**config.mk**
```make
export PLATFORM = sky130hd
export DESIGN_NAME = uart_rx_fifo
export DESIGN_NICKNAME = d
export VERILOG_FILES = /design/src/rtl/uart_rx_fifo.sv
export SDC_FILE = /design/constraint.sdc
export NUM_CORES = 1
export LEC_CHECK = 0
export ABC_AREA = 0
export BUFFER_PORTS_ARGS = -buffer_cell sky130_fd_sc_hd__buf_2
export CAP_MARGIN = 20
export CELL_PAD_IN_SITES_DETAIL_PLACEMENT = 0
export CELL_PAD_IN_SITES_GLOBAL_PLACEMENT = 2
export CORE_AREA = 10 10 130 132
export DETAILED_ROUTE_END_ITERATION = 16
export DIE_AREA = 0 0 140 142
export GPL_TIMING_DRIVEN = 0
export MAX_ROUTING_LAYER = met4
export PLACE_DENSITY_LB_ADDON = 0.12
export SYNTH_ARGS = -nofsm -noshare
export SYNTH_HDL_FRONTEND = slang
export SYNTH_SLANG_ARGS = --single-unit
```
**constraint.sdc**
```tcl
create_clock -name clock_i -period 2.69 [get_ports clock_i]
set_input_delay 0.4035 -clock clock_i [delete_from_list [all_inputs] [get_ports clock_i]]
set_output_delay 0.4035 -clock clock_i [all_outputs]
set_load 0.05 [all_outputs]
```
**src/rtl/uart_rx_fifo.sv**
```systemverilog
// Receive buffer behind UartRx: one-shot ack capture into a circular FIFO.
// Show-ahead read port with occupancy count and sticky overflow flag.
module uart_rx_fifo #(
  parameter int DEPTH_LOG2 = 4,
  parameter int DATA_WIDTH = 8
) (
  input  logic                  clock_i,
  input  logic                  reset_i,
  input  logic [DATA_WIDTH-1:0] rx_data_i,
  input  logic                  rx_ready_i,
  output logic                  rx_ack_o,
  input  logic                  read_i,
  output logic [DATA_WIDTH-1:0] data_o,
  output logic                  empty_o,
  output logic                  full_o,
  output logic [DEPTH_LOG2:0]   count_o,
  output logic                  overflow_o,
  input  logic                  clear_overflow_i
);

  localparam int DEPTH = 1 << DEPTH_LOG2;
  localparam logic [DEPTH_LOG2:0] FULL_CNT = (DEPTH_LOG2+1)'(DEPTH);
  localparam logic [DEPTH_LOG2:0] ONE_CNT = (DEPTH_LOG2+1)'(1);

  typedef enum logic [1:0] {
    IDLE,
    ACK,
    RELEASE
  } state_t;

  state_t state_q;
  state_t state_d;

  logic [DATA_WIDTH-1:0] mem [DEPTH];
  logic [DEPTH_LOG2-1:0] wr_ptr;
  logic [DEPTH_LOG2-1:0] rd_ptr;
  logic [DEPTH_LOG2:0]   count_q;
  logic                  ack_q;
  logic                  ovf_q;
  logic                  wr_en;
  logic                  rd_en;
  logic                  ovf_set;

  assign empty_o    = (count_q == '0);
  assign full_o     = (count_q == FULL_CNT);
  assign count_o    = count_q;
  assign rx_ack_o   = ack_q;
  assign overflow_o = ovf_q;
  assign data_o     = empty_o ? '0 : mem[rd_ptr];
  assign rd_en      = read_i && !empty_o;

  always_ff @(posedge clock_i or posedge reset_i) begin
    if (reset_i) begin
      state_q <= IDLE;
    end else begin
      state_q <= state_d;
    end
  end

  always_comb begin
    state_d = state_q;
    unique case (state_q)
      IDLE: begin
        if (rx_ready_i && !full_o) begin
          state_d = ACK;
        end
      end
      ACK:     state_d = RELEASE;
      RELEASE: state_d = IDLE;
      default: state_d = IDLE;
    endcase
  end

  // ready is only looked at in IDLE; RELEASE lets the ack fall first
  always_comb begin
    wr_en   = 1'b0;
    ovf_set = 1'b0;
    if (state_q == IDLE && rx_ready_i) begin
      wr_en   = !full_o;
      ovf_set = full_o;
    end
  end

  always_ff @(posedge clock_i or posedge reset_i) begin
    if (reset_i) begin
      wr_ptr  <= '0;
      rd_ptr  <= '0;
      count_q <= '0;
      ack_q   <= 1'b0;
      ovf_q   <= 1'b0;
    end else begin
      ack_q <= wr_en;
      if (wr_en) begin
        wr_ptr <= wr_ptr + 1'b1;
      end
      if (rd_en) begin
        rd_ptr <= rd_ptr + 1'b1;
      end
      case ({wr_en, rd_en})
        2'b10:   count_q <= count_q + ONE_CNT;
        2'b01:   count_q <= count_q - ONE_CNT;
        default: count_q <= count_q;
      endcase
      // a new overflow beats a simultaneous clear
      if (ovf_set) begin
        ovf_q <= 1'b1;
      end else if (clear_overflow_i) begin
        ovf_q <= 1'b0;
      end
    end
  end

  always_ff @(posedge clock_i) begin
    if (wr_en) begin
      mem[wr_ptr] <= rx_data_i;
    end
  end

endmodule

```
-- Word-level counts from Yosys, hierarchy flattened
Memories as Yosys holds them, arrays and structs flattened.
Cells that the tools add are included.
W data, S select, Z words.
- bitwise operators: 0
- multipliers: 0
- shift-type cells: 0
- $add $sub $neg: 4
- divide/modulo/power cells: 0
- order comparisons: 0
- multiplexer cells: 10
- reductions and logical operators: 9
- equal/unequal tests: 5
- operators with widths (operator ; count):
    $pmux W5 S2 ; 1
    $add A4 B1 Y4 const B ; 2
    $mux W8 ; 1
    $mux W1 ; 6
    $add A5 B1 Y5 const B ; 1
    $eq A5 B5 Y1 const B ; 1
    $logic_not A5 Y1 ; 1
    $sub A5 B1 Y5 const B ; 1
    $eq A2 B1 Y1 const B ; 2
    $pmux W2 S2 ; 1
    $reduce_bool A2 Y1 ; 2
    $logic_and A1 B1 Y1 ; 3
    $eq A2 B2 Y1 const B ; 1
    $logic_not A1 Y1 ; 2
    $logic_not A2 Y1 ; 1
    $mux W2 ; 1
    $ne A2 B2 Y1 const B ; 1
- memories kept: 1
- bits in writable memories: 128
- flip-flop bits (word level): 17
- bits in read-only memories: 0
- bits of input ports: 13
- output and inout port bits: 17
- latch bits: 0
- memories (memory ; words ; width ; rd ports ; clocked after memory_dff ; wr ports ; RTL line ; RTL):
    mem ; 16 ; 8 ; 1 ; 0 ; 1 ; 34 ; logic [DATA_WIDTH-1:0] mem [DEPTH];

-- Logic depth before layout (Yosys ltp)
Gate-level depths: netlist of run 1.
- depth after elaboration: 5
- gate-level depth with buffers: 13
- gate-level depth less buffers: 10

-- Worst setup path after synthesis of run 1
Ideal clock, no wire load.
- kind: register to register
- start point: register count_q[1], in the netlist count_o[1]
- end point: register count_q[4], in the netlist count_o[4]
- arrival time: 2993 ps
- stages on the path, launching flop included: 14
- required time: 2610 ps
- slack: -384 ps
- path buffers: 3
- setup time: 80 ps
- path through: dfrtp_1 -> buf_2 -> nor4_4 -> a21oi_2 -> buf_2 -> inv_1 -> ha_1 -> buf_2 -> xor2_1 -> ha_1 -> a21oi_1 -> or3b_2 -> a31oi_1 -> xnor2_1
- word-level cells in the longest chain between the ends: 5
- RTL lines (item ; RTL line ; RTL):
    start, declared ; 37 ; logic [DEPTH_LOG2:0] count_q;
    start signal, assigned ; 100 ; 2'b10: count_q <= count_q + ONE_CNT;
    start signal, assigned ; 101 ; 2'b01: count_q <= count_q - ONE_CNT;
    start signal, assigned ; 102 ; default: count_q <= count_q;
    $eq A5 B5 Y1 (*) ; 45 ; assign full_o = (count_q == FULL_CNT);
    $logic_not A1 Y1 (*) ; 79 ; wr_en = !full_o;
    $mux W1 (*) ; 78 ; if (state_q == IDLE && rx_ready_i) begin
    via wr_en ; 40 ; logic wr_en;
    $eq A2 B1 Y1 or $eq A2 B2 Y1 (tied branches) ; 99 ; case ({wr_en, rd_en})
    $pmux W5 S2 or $reduce_bool A2 Y1 (tied branches) ; - ;
Mark *: on every way through the listed nets, which the timed path passes. The rest lies on a longest branch.
A chain may end at the register's enable or synchronous reset.

-- Final worst setup path of run 1
- start point: register rd_ptr[1]
- end point: output port data_o[1]
- word-level cells in the longest chain between the ends: 2
- RTL lines (item ; RTL line ; RTL):
    start, declared ; 36 ; logic [DEPTH_LOG2-1:0] rd_ptr;
    start signal, assigned ; 97 ; rd_ptr <= rd_ptr + 1'b1;
    $mem_v2 Z16 W8 ; - ;
    $mux W8 ; 49 ; assign data_o = empty_o ? '0 : mem[rd_ptr];
    end, declared ; 13 ; output logic [DATA_WIDTH-1:0] data_o,
No other way between the ends.

==> results of run 1 <==
[timing repair]
item,4_1_cts,5_1_grt
hold buffers,0,0
endpoints found under the setup margin,9,9
setup buffers,4,11
resized for setup,29,13
pin swaps,5,8
endpoints found under the hold margin,0,0
gates cloned,0,1
[synthesized netlist by cell type, types with 4 or more instances]
cell type	instances	area share
buf_2	7	0.0058
and4_1	4	0.0058
nor2b_1	10	0.010
and2_1	13	0.014
edfxtp_1	128	0.64
dfrtp_1	17	0.071
a21oi_1	5	0.0042
buf_4	6	0.0075
a211oi_1	16	0.020
ha_1	8	0.017
xnor2_1	7	0.010
nand2_1	5	0.0031
mux4_1	12	0.052
inv_1	7	0.0044
mux4_2	20	0.075
xor2_1	5	0.0073
mux2i_1	8	0.013
[per-layer routing]
layer / track usage / part of all wire / vias up
met3: 0.0377 / 0.041 / 12
li1: - / - / 1366
met1: 0.164 / 0.47 / 1579
met4: 0.0495 / 0.013 / 0
met2: 0.206 / 0.48 / 75
met5: - / 0 / -
[per-stage QoR]
step	util	power [uW]
finish	0.508	8590
global route	0.508	9020
CTS	0.498	8460
detailed placement	0.448	5860
global placement	0.448	5840
floorplan	-	5110
[layout make-up]
cell class                 instances  share of cell area
sequential                       145               0.588
clock buffer                      18              0.0590
tap                              184              0.0316
buffer                            16              0.0220
inverter                           7             0.00361
multi-input combinational        137               0.232
clock inverter                    14              0.0201
timing repair buffer              45              0.0437
[path summary, 6_finish.rpt]
path                                        from    endpoint  slack (ns)  depth (start not counted)
max in group asynchronous                reset_i  count_o[3]        2.07                          2
worst max-delay path                   rd_ptr[1]   data_o[1]        0.06                          6
worst max register to register        state_q[0]  count_o[4]        0.14                         11
worst min register to register        state_q[1]  state_q[1]        0.43                          1
worst min-delay path                     reset_i  state_q[0]        0.10                          2
min in group clock_i            clear_overflow_i  overflow_o        0.18                          2
[registers in the layout (all words and copies together), names as in the netlist]
| name | flops |
|---|---|
| state_q | 2 |
| count_o | 5 |
| wr_ptr | 4 |
| rx_ack_o | 1 |
| overflow_o | 1 |
| mem | 128 |
| rd_ptr | 4 |
[worst register-to-register path, cell delays in order (launching register included)]
cell     delay [ns]
dfrtp_1        0.37
or3b_4         0.43
a21oi_4        0.21
inv_2          0.06
ha_2           0.18
buf_6          0.13
xor2_1         0.14
ha_2           0.23
a21oi_1        0.07
or3b_4         0.38
a31oi_4        0.14
xnor2_1        0.13
[cell families (layout without fill, tap and decap cells)]
| family | Yosys count | in the layout | share of synthesized area |
|---|---|---|---|
| and+or+nand+nor | 47 | 47 | 0.0525 |
| xor gates and xnor gates | 12 | 12 | 0.0175 |
| DFF | 145 | 145 | 0.711 |
| buffers and inverters | 25 | 100 | 0.0262 |
| adders and majority gates | 8 | 8 | 0.0167 |
| AOI/OAI and AO/OA | 28 | 28 | 0.0321 |
| muxes | 42 | 42 | 0.145 |
[power groups by stage]
| stage | logic [uW] | clock network (uW) | registers, uW |
|---|---|---|---|
| 2_1_floorplan | 2080 | 0 | 3030 |
| 3_3_place_gp | 2950 | 0 | 2900 |
| 3_5_place_dp | 2960 | 0 | 2900 |
| 4_1_cts | 3260 | 2330 | 2870 |
| 5_1_grt | 3690 | 2450 | 2890 |
| 6_report | 3430 | 2300 | 2860 |
==> out/metrics.cfg, run 1 <==
[grt]
grt_max_degree=18
antenna_found_initial=0
grt_pass1_vias=3219
grt_pass1_wl_mm=19.1
grtUsageTotal=0.133
grt.overflow.total=0

[drt]
remaining_drc_errors=0
drt_iter0_markers=116
via_count=3032
wl_per_cell_um=21.7
routed_wl_mm=12.3
via_per_inst=5.36
antenna_left=0
dr.pass1.iters=4

[critical_path]
crit_fanout=8
critical_path_class=register to output pin
cp.arrival_ns=2.22
crit_buf_inv=3
worstSetupStartpointType=register
critical-path-max-stage-delay_ns=0.56
cpMaxStageDelayCell=mux4_1
critPathCaptureType=output pin
critical_path_required_ns=2.29
crit_chain=buf_6 > clkbuf_16 > mux4_1 > a211oi_2 > a211oi_2 > buf_6
crit_family=multiplexers

[sta]
setup_viol=0
timing.fmax_ghz=0.381
maxSlewViolCount=0
hold_ws_ns=0.104
finalCritPeriodShare=0.977
setup_ws_ns=0.0625
tns_ns=0
grt_setup_unrepaired=yes
worst_clock_skew_ns=0.00813
maxSlewHeadroom=0.506
worstMarginPinSlew_ns=0.740
period_needed_ns=2.63
hold_violations=0

[yosys]
netlist_area_um2=6010
syn_avg_cell_area_um2=19.6
ys_seq_area_frac=0.711
netlist_instances=307
ys_async_sr_fraction=0.117
synth_edf_count=128
yosysUniqueCellTypes=38
ys.flop_type=edfxtp_1
ys_warn_count=0
ys_seq_elements=145
synthesis.nets=328

[die]
die_h_um=142
initial_core_util=0.420
chipWidth_um=140
dieArea_um2=19900
core_um2=14300
rows=44
ioPinCount=30

[clocking]
htree_levels=4
insertion_delay_ns=0.42
cts_sinks=145
cts_tree=built
numCtsBuffers=17
clock-root-buffer=clkbuf_16
clkSlewWorstSetupHoldPaths_ns=0.06
max-clock-path-buffers=2

[placed_design]
placed_area_um2=6420
hpwl_mm=8.01
numPortBuffers=29
gp_congestion=0.727
dp_cells=520
dp_slack_ns=-0.171

[final_layout]
final_cell_mix=128 x edfxtp_1, 23 x buf_2, 22 x buf_4, 22 x mux4_2, 18 x clkbuf_16
fin_nets=390
multi_input_area_um2=1690
stdcell_count=566
fin_area_um2=7270
seqCellArea_um2=4280
syn_to_final_growth_pct=21.1
antenna_cells=0
fillCellCount=1186
drive_above_1_share=0.369
final_common_cell=edfxtp_1

[hold_path]
holdCritPathClass=input pin to asynchronous set/reset pin

[pwr]
power_density_nw_per_um2=1180
ir_worst_vdd_uv=880
p_switching_uw=2960
clkPwrFrac=0.268
switching_share=0.345
combPwrFrac=0.399
intPower_uw=5630
leakage_uw=0.00255
seq_power_share=0.333

[run]
maxCapViolCount=0

[status]
status=completed

Power figures use the tool's default switching activity.
==> run 2: changes to the inputs <==
--- a/config.mk
+++ b/config.mk
@@ -10,12 +10,14 @@
 export CAP_MARGIN = 20
 export CELL_PAD_IN_SITES_DETAIL_PLACEMENT = 0
 export CELL_PAD_IN_SITES_GLOBAL_PLACEMENT = 2
-export CORE_AREA = 10 10 130 132
+export CORE_AREA = 10 10 127 129
 export DETAILED_ROUTE_END_ITERATION = 16
-export DIE_AREA = 0 0 140 142
+export DIE_AREA = 0 0 137 139
+export GPL_ROUTABILITY_DRIVEN = 0
 export GPL_TIMING_DRIVEN = 0
 export MAX_ROUTING_LAYER = met4
 export PLACE_DENSITY_LB_ADDON = 0.12
+export SLEW_MARGIN = 25
 export SYNTH_ARGS = -nofsm -noshare
 export SYNTH_HDL_FRONTEND = slang
 export SYNTH_SLANG_ARGS = --single-unit
==> constraint.sdc (replaced) <==
create_clock -name clock_i -period 3.3 [get_ports clock_i]
set_input_delay 0.495 -clock clock_i [delete_from_list [all_inputs] [get_ports clock_i]]
set_output_delay 0.495 -clock clock_i [all_outputs]
set_load 0.05 [all_outputs]
==> run 2 against run 1 <==
  * Die area is 4.2% lower
  * Total power is 24% lower
  * First-iteration DRC count is 110% higher
  * Clock power is 17% lower
  * Via count is 3.0% lower
  * Core utilization is 0.20 points higher
  * Global-route usage hardly changed
  * Non-clock buffer count is 14 lower
  * Wire length is 6.0% lower
  * Sequential power is 19% lower
  * Clock skew is 0.0021 ns lower
  * Combinational power is 32% lower
  * Largest power group unchanged
==> out/metrics.cfg, run 2 (synthesis gave the netlist of run 1 again) <==
[final_layout]
antenna_cells=0
final_cell_mix=128 x edfxtp_1, 35 x buf_2, 20 x mux4_2
stdcell_count=547
largest_reg_flops=128
fin_nets=376
syn_to_final_growth_pct=16.1
drive_above_1_share=0.281
final_common_cell=edfxtp_1
largest_register=mem

[clocking]
htree_levels=4
max-clock-path-buffers=2
insertion_delay_ns=0.42
numCtsBuffers=17
holdBufCountCts=0
cts_sinks=145
cts_tree=built
clkSlewWorstSetupHoldPaths_ns=0.06
clock-root-buffer=clkbuf_16

[critical_path]
r2r_start=state_q[0]
critPathCaptureType=register
r2r_end=count_o[4]
worstSetupStartpointType=register
critPathLaunch=state_q[0]
crit_fanout=10
r2r_slack_ns=0.18
crit_end=count_o[4]
critical_path_class=register to register
critical_path_required_ns=3.64
cp.arrival_ns=3.46
reg2regPathDepth=12

[die]
dieArea_um2=19000
rows=43
die_h_um=139
core_um2=13700
chipWidth_um=137
ioPinCount=30
initial_core_util=0.440

[sta]
timing.fmax_ghz=0.321
hold_ws_ns=0.168
maxSlewViolCount=0
finalCritPeriodShare=0.945
hold_violations=0
maxSlewHeadroom=0.541
setup_viol=0
worstMarginPinSlew_ns=0.687
period_needed_ns=3.12
worst_clock_skew_ns=0.00604
tns_ns=0

[placed_design]
numPortBuffers=29
hpwl_mm=7.70
dp_cells=516

[drt]
routed_wl_mm=11.6
via_per_inst=5.38
wl_per_cell_um=21.1
via_count=2942
drt_iter0_markers=248
antenna_left=0
remaining_drc_errors=0
dr.pass1.iters=4

[pwr]
leakage_uw=0.00244
ir_worst_vdd_uv=536
power_density_nw_per_um2=940

[hold_path]
holdCritPathClass=input pin to asynchronous set/reset pin

[grt]
grt_pass1_vias=3016
antenna_found_initial=0
grt_max_degree=18
grt_pass1_wl_mm=17.7
grtUsageTotal=0.133
grt.overflow.total=0

[run]
maxCapViolCount=0

[status]
status=completed

run 2: cell types whose count changed in the layout (fill, tap and decap cells not counted), sizes merged:
cell | previous run | this run
clkbuf | 22 | 20
inv | 7 | 8
clkinv | 9 | 6
clkinvlp | 2 | 4
buf | 57 | 44
run 2: per-stage QoR:
step | area (um2) | total power [uW] | setup WS (ns) | utilization
4_1_cts | 6970 | 6650 | 0.141 | 0.510
2_1_floorplan | 6010 | 4140 | 0.226 | -
5_1_grt | 6970 | 6890 | -0.00452 | 0.510
6_report | 6970 | 6560 | 0.182 | 0.510
3_3_place_gp | 6380 | 4730 | -0.0171 | 0.467
3_5_place_dp | 6380 | 4740 | -0.00941 | 0.467
run 2: worst min-delay path by stage:
stage	startpoint	end	slack [ns]	depth (start not counted)
floorplan	state_q[1]	state_q[1]	0.40	1
global placement	state_q[1]	state_q[1]	0.41	1
detailed placement	state_q[1]	state_q[1]	0.42	1
CTS	reset_i	rx_ack_o	0.19	2
global route	reset_i	state_q[0]	0.21	2
finish	reset_i	rx_ack_o	0.17	2
run 2: metal layers:
| metal | share of wire | track usage | vias to the layer above |
|---|---|---|---|
| met3 | 0.043 | 0.0348 | 13 |
| met1 | 0.44 | 0.166 | 1512 |
| met5 | 0 | - | - |
| li1 | - | - | 1339 |
| met4 | 0.018 | 0.0616 | 0 |
| met2 | 0.50 | 0.197 | 78 |
run 2: worst max-delay path: stages (launching register included):
cell      delay (ns)
dfrtp_1         0.37
or3b_2          0.52
a21oi_2         0.21
clkbuf_4        0.24
inv_1           0.07
ha_1            0.18
buf_2           0.17
xor2_1          0.14
ha_1            0.23
a21oi_1         0.09
or3b_2          0.45
a31oi_1         0.22
xnor2_1         0.14
run 2: repair_timing:
action,CTS,global route
buffers inserted,0,0
gates resized for setup,0,1
endpoints found under the setup margin,0,1
run 2: area by class of cell:
| type | count | area, um2 |
|---|---|---|
| plain buffers | 18 | 134 |
| repair buffers | 29 | 145 |
| fillers | 1123 | 6690 |
| flip-flops and latches | 145 | 4270 |
| well taps | 180 | 225 |
| inverters | 7 | 26.3 |
| multi-input cells | 137 | 1580 |
| clock buffers | 17 | 425 |
| clock inverters | 14 | 166 |
run 2: report_power, final:
part / leakage, uW / switching (uW) / internal, uW / total (uW)
registers: 0.00136 / 116 / 2210 / 2320
clock network: 0.000281 / 726 / 1180 / 1910
logic: 0.000803 / 1440 / 890 / 2330
